`src/rtl/comp_sort_ctrl.sv`:
```
// Batch sorter: loads DEPTH unsigned bytes, bubble-sorts them in place with one
// shared comparator, then streams them out. Define SORT_STATS_EN to add swap/compare counters.
module comp_sort_ctrl #(
  parameter int DEPTH   = 8,
  parameter int DESCEND = 0
) (
  input  logic       clk,
  input  logic       rst_n,
  input  logic       in_valid,
  output logic       in_ready,
  input  logic [7:0] in_data,
  output logic       out_valid,
  input  logic       out_ready,
  output logic [7:0] out_data,
  output logic       busy,
  output logic       done
`ifdef SORT_STATS_EN
  ,
  output logic [7:0] swap_cnt,
  output logic [7:0] cmp_cnt
`endif
);

  localparam int PW = (DEPTH > 1) ? $clog2(DEPTH) : 1;
  localparam int SW = (DEPTH > 2) ? $clog2(DEPTH - 1) : 1;
  localparam logic [PW-1:0] LAST_IDX  = PW'(DEPTH - 1);
  localparam logic [SW-1:0] LAST_PASS = SW'(DEPTH - 2);

  typedef enum logic [1:0] {ST_LOAD, ST_SORT, ST_OUT} state_t;

  state_t        state_q, state_d;
  logic [7:0]    data_mem [DEPTH];
  logic [PW-1:0] wr_ptr, rd_ptr, j, j_nxt;
  logic [SW-1:0] pass;
  logic          swapped, started;
  logic [7:0]    cmp_a, cmp_b;
  logic          gt, lt, eq;
  logic          accept, pass_end, swap_en;

  assign j_nxt = j + PW'(1);
  assign cmp_a = data_mem[j];
  assign cmp_b = data_mem[j_nxt];

  // The single shared comparator: purely combinational, unsigned.
  always_comb begin : compare_8bits
    gt = (cmp_a > cmp_b);
    lt = (cmp_a < cmp_b);
    eq = (cmp_a == cmp_b);
  end

  assign accept   = in_valid && in_ready;
  assign pass_end = ({1'b0, j} + (PW+1)'(pass)) == (PW+1)'(DEPTH - 2);

  assign in_ready  = (state_q == ST_LOAD) && started;
  assign out_valid = (state_q == ST_OUT);
  assign out_data  = (state_q == ST_OUT) ? data_mem[rd_ptr] : 8'd0;
  assign busy      = (state_q != ST_LOAD);
  assign done      = (state_q == ST_OUT) && out_ready && (rd_ptr == LAST_IDX);

  always_comb begin
    // NOTE: every signal gets a default first so no path leaves it unassigned (no latch).
    state_d = state_q;
    swap_en = 1'b0;
    case (state_q)
      ST_LOAD: if (accept && wr_ptr == LAST_IDX) state_d = ST_SORT;
      ST_SORT: begin
        // Equal pairs never swap, which keeps the sort stable.
        swap_en = !eq && ((DESCEND != 0) ? lt : gt);
        if (pass_end && (!(swapped || swap_en) || pass == LAST_PASS)) state_d = ST_OUT;
      end
      ST_OUT:  if (out_ready && rd_ptr == LAST_IDX) state_d = ST_LOAD;
      default: state_d = ST_LOAD;
    endcase
  end

  // NOTE: sequential state uses non-blocking assignments so every flop samples pre-edge values.
  always_ff @(posedge clk or negedge rst_n) begin
    if (!rst_n) begin
      state_q <= ST_LOAD;
      started <= 1'b0;
    end else begin
      state_q <= state_d;
      started <= 1'b1;
    end
  end

  always_ff @(posedge clk or negedge rst_n) begin
    if (!rst_n) begin
      // NOTE: the sample buffer is small and must read as zero after reset, so it is reset explicitly.
      for (int i = 0; i < DEPTH; i++) data_mem[i] <= 8'd0;
      wr_ptr  <= '0;
      rd_ptr  <= '0;
      j       <= '0;
      pass    <= '0;
      swapped <= 1'b0;
    end else begin
      case (state_q)
        ST_LOAD: begin
          if (accept) begin
            data_mem[wr_ptr] <= in_data;
            wr_ptr <= (wr_ptr == LAST_IDX) ? '0 : wr_ptr + PW'(1);
          end
          j       <= '0;
          pass    <= '0;
          swapped <= 1'b0;
          rd_ptr  <= '0;
        end
        ST_SORT: begin
          if (swap_en) begin
            data_mem[j]     <= cmp_b;
            data_mem[j_nxt] <= cmp_a;
          end
          if (pass_end) begin
            j       <= '0;
            pass    <= pass + SW'(1);
            swapped <= 1'b0;
          end else begin
            j       <= j_nxt;
            swapped <= swapped || swap_en;
          end
          rd_ptr <= '0;
        end
        ST_OUT: if (out_ready) rd_ptr <= (rd_ptr == LAST_IDX) ? '0 : rd_ptr + PW'(1);
        default: ;
      endcase
    end
  end

`ifdef SORT_STATS_EN
  always_ff @(posedge clk or negedge rst_n) begin
    if (!rst_n) begin
      swap_cnt <= 8'd0;
      cmp_cnt  <= 8'd0;
    end else if (state_q == ST_LOAD && state_d == ST_SORT) begin
      swap_cnt <= 8'd0;
      cmp_cnt  <= 8'd0;
    end else if (state_q == ST_SORT) begin
      cmp_cnt <= cmp_cnt + 8'd1;
      if (swap_en) swap_cnt <= swap_cnt + 8'd1;
    end
  end
`endif

endmodule

```
`config.mk`:
```
export PLATFORM = sky130hd
export DESIGN_NAME = comp_sort_ctrl
export DESIGN_NICKNAME = d
export VERILOG_FILES = /design/src/rtl/comp_sort_ctrl.sv
export SDC_FILE = /design/constraint.sdc
export NUM_CORES = 1
export LEC_CHECK = 0
export CAP_MARGIN = 20
export CORE_MARGIN = 3
export CORE_UTILIZATION = 50
export CTS_CLUSTER_SIZE = 12
export DETAILED_ROUTE_END_ITERATION = 10
export PLACE_DENSITY_LB_ADDON = 0.12
export SLEW_MARGIN = 20
export SYNTH_ARGS = -nofsm -noshare
export SYNTH_HDL_FRONTEND = slang
export SYNTH_SLANG_ARGS = --single-unit
```
`constraint.sdc`:
```
create_clock -name clk -period 11.7 [get_ports clk]
set_clock_uncertainty 0.2 [all_clocks]
set_input_delay 2.34 -clock clk [delete_from_list [all_inputs] [get_ports clk]]
set_output_delay 2.34 -clock clk [all_outputs]
set_load 0.02 [all_outputs]
```
Word level (Yosys, flattened, before mapping) --
Cells that the tools add are included.
Storage, ports and cells: flip-flop bits (word level) 80, input port bits 12, output and inout port bits 12, logic and storage cells 109
Operators by class: add/sub/neg operators 5, $lt $le $gt $ge 8, eq/ne operators 14, multiplexer cells 37, bitwise logic cells 4, reductions and logical operators 26
Operator list (number):
- $bwmux 64 | 3
- $mux 64 | 2
- $pmux 64 s2 | 1
- $mux 8 | 10
- $bmux 8 s3 | 3
- $demux 8 s3 | 3
- $pmux 3 s2 | 3
- $ge 4x4->1 const B | 4
- $not 3->4 | 4
- $mux 3 | 5
- $add 3x1->3 const B | 4
- $lt 4x1->1 const B | 3
- $logic_and 1x1->1 | 11
- $eq 3x3->1 const B | 3
- $eq 8x8->1 | 1
- $gt 8x8->1 | 1
- $ne 2x2->1 const B | 4
- $mux 2 | 3
- $ne 2x1->1 const B | 3
- $pmux 2 s3 | 1
- $reduce_and 2->1 | 3
- $reduce_and 3->1 | 2
- $reduce_bool 2->1 | 3
- $add 3x3->4 | 1
- 9 further kinds | 13

Depth between registers and ports, before layout --
depth in word-level cells 14, mapped depth 16

Worst setup path before layout --
No wires, ideal clock.
path type input port to output port, start input port out_ready, end output port done, arrival time 2.671 ns, setup slack 6.489 ns, cell stages on the path 2, buffers on the path 0, cell sequence nand2_1 -> nor2_1
Between the ends: word-level cells in the longest chain between the ends 2
RTL lines:
- start: declaration | RTL line 13 | input logic out_ready,
- $logic_and 1x1->1 (2 in series) | RTL line 58 | assign done = (state_q == ST_OUT) && out_ready && (rd_ptr == LAST_IDX);
- end: declaration | RTL line 16 | output logic done
No other way between the ends.

Final worst setup path --
Ends and elaborated chain as after synthesis.

==> reports/results.txt <==
Ports -> 24
Iter 0 DRT Violations -> 880
Clock Path Buffers -> 2
largest net degree at the start of global routing -> 81
Initial Utilization -> 52.3%
# nets final -> 718
unrepaired setup endpoints after global routing -> no
Port Buf Inserts -> 23
Cell variety after synth -> 64
ys flop type -> dfrtp_1
Worst VDD drop -> 74.8 µV
max-cap violations -> 0
Final ANT Viol Nets -> 0
Worst Setup Path Type -> in -> out
reg2reg path depth -> 12
first-pass GRT wire length -> 33700 µm
detailed-route via count -> 6045
DR DRC count -> 0
Antenna diodes -> 0
Max stage delay on crit path -> 0.62 ns
RR Endpoint -> data_mem[46]
reg2reg setup slack -> 6.27 ns
Pwr Total -> 1.35 mW
worst slew pin tran -> 1.11 ns
# resized after CTS -> 0
GPL Wtd Cong -> 0.913
first-pass iteration count of the detailed router -> 5
cell mode on critical path -> clkdlybuf4s50_1
EDFF count, synth -> 0
start of the worst register-to-register path -> j[0]
Achievable Freq -> 0.163 GHz
Fin. Hold Viols -> 0
worst path cell trace -> clkdlybuf4s50_1 > nand2_1 > nor2_1 > clkdlybuf4s50_1
Clock Latency Late Sink -> 0.35 ns
Root Driver -> clkbuf_16
Clock Pin Slew Worst Setup and Hold Paths -> 0.06 ns
Arr. time, crit path -> 3.58 ns
post-synthesis net count -> 719
outcome -> finished, final reports clean
number of buffers created by CTS -> 9
Die H -> 120 µm
Syn Inst Count -> 688
most common cell after layout, fill and taps aside -> nand2_1
Tmin final -> 6.12 ns
Via-to-Cell Ratio -> 7.03
core region area -> 12300 µm²
critical path's slowest cell -> clkdlybuf4s50_1
number of cell rows -> 40
synthesized cell area -> 6440 µm²
final-report setup violation count -> 0
Hold Startpoint -> swapped
Critical Path Source Type -> input port
post-synthesis register bit count -> 80
Yosys Warn Count -> 0
ys async rst share -> 100%
Final Cycle Share -> 52.3%
Setup Buffers After CTS -> 0
vias in the first global route -> 5716
Worst setup EP type -> output pin
dpl cells -> 844
Hold/Removal Path Class -> reg -> reg
die width -> 120 µm
# hold bufs at CTS -> 0
worst setup margin -> 5.58 ns
CTS H-tree depth -> 3
Post-Place Cell Area -> 6760 µm²
layout cell share with drive strength beyond 1 -> 17.6%
overall routing resource usage -> 31.3%
CP required -> 9.16 ns
Synth Area per Inst -> 9.36 µm²
die area -> 14300 µm²
Pins Over Slew Limit -> 0
register area share after synthesis -> 31.1%
hold endpoint -> swapped
wire per inst -> 26.0 µm
P per Cell Area -> 191 nW/µm²
post-place setup slack -> 5.58 ns
setup TNS -> 0 ns
Clock Sinks -> 80
Final Cell Area -> 7090 µm²
leakage -> 2.42 nW
hold depth -> 2
most frequent cells in the layout -> nand2_1, dfrtp_1, mux2_2, nor2_1, o211ai_1
relative slew slack -> 25.7%
crit path max fanout -> 2
Post-Route WL -> 22400 µm
Syn-to-layout area delta -> 10.0%
dpl hpwl -> 14300 µm
antenna violations before repair -> 0
Congestion Overflow GR -> 0
Layout Cells excl Fill -> 860
CTS tree -> yes
[Yosys cell counts (2+ instances only)]
cell type | instances | share of area (%)
a32oi_1 | 3 | 0.41
nor2b_1 | 17 | 1.7
and3_1 | 2 | 0.19
a2bb2oi_2 | 2 | 0.47
a22oi_1 | 7 | 0.82
nand2_1 | 91 | 5.3
o221ai_1 | 24 | 3.3
o211ai_1 | 36 | 4.2
nand3_1 | 21 | 1.6
mux2_2 | 62 | 11
mux4_2 | 21 | 7.3
a221o_1 | 3 | 0.47
dfrtp_1 | 80 | 31
o21ai_2 | 2 | 0.27
a21oi_1 | 34 | 2.6
nand4_1 | 2 | 0.19
a32o_1 | 2 | 0.31
nor2_1 | 51 | 3.0
nor3_1 | 11 | 0.85
clkbuf_1 | 16 | 0.93
mux2i_1 | 21 | 3.3
buf_2 | 17 | 1.3
nand3b_1 | 4 | 0.47
o22ai_1 | 3 | 0.29
nand2b_1 | 7 | 0.68
mux2_1 | 10 | 1.7
inv_1 | 12 | 0.70
buf_1 | 9 | 0.52
a221oi_1 | 13 | 1.8
o21ai_0 | 29 | 2.3
and2_1 | 6 | 0.58
ha_1 | 18 | 3.5
a31oi_1 | 4 | 0.39
a21o_1 | 3 | 0.35
o21a_1 | 3 | 0.35
o21ai_1 | 12 | 0.93
a22o_1 | 3 | 0.41
[flip-flops by register name (all words and copies together) (netlist names)]
register	count
rd_ptr	3
wr_ptr	3
data_mem	64
j	3
swapped	1
state_q	2
pass	3
started	1
[layer usage]
metal	wire length (µm)	global-route usage, %
met1	8940	42.6
met5	0	0
met2	9790	47.3
met3	2480	5.47
met4	1160	17.4
[worst max-delay path by stage]
stage              start    to  cells after the start
2_1_floorplan  out_ready  done                      2
3_3_place_gp   out_ready  done                      4
3_5_place_dp   out_ready  done                      4
4_1_cts        out_ready  done                      4
5_1_grt        out_ready  done                      4
6_report       out_ready  done                      4
[final cells by class]
cell class                      instances  area, µm²
Clock buffer                           13        260
Clock inverter                          3       65.1
Fill cell                            1116       5230
Inverter                               12       45.0
Multi-Input combinational cell        553       4210
Sequential cell                        80       2000
Tap cell                              168        210
Timing Repair Buffer                   31        292
[kinds of logic after synthesis]
| group | share of synthesized area (%) |
|---|---|
| xor gates and xnor gates | 0.641 |
| adders and majority gates | 3.81 |
| other | 0.0582 |
| muxes | 23.2 |
| and+or+nand+nor | 15.4 |
| DFF | 31.1 |
| AOI/OAI and AO/OA | 22.2 |
| buffers and inverters | 3.55 |
[critical path, delay by kind of cell]
kind,cells,cell delay (ns)
buf+inv,2,1.09
simple gates,2,0.15
[power by group]
part	switching, mW	internal, mW	leakage (nW)	total (mW)
clock network	0.116	0.199	0.160	0.314
logic	0.307	0.280	1.45	0.587
registers	0.107	0.345	0.812	0.453
total	0.529	0.824	2.42	1.35
[per-stage QoR]
stage,utilization (%),hold WS [ns]
after detailed placement,54.9,0.298
after floorplan,-,0.274
after global routing,57.6,0.367
after global placement,54.9,0.293
after CTS,57.5,0.311
final,57.6,0.313
Power figures use the tool's default switching activity.
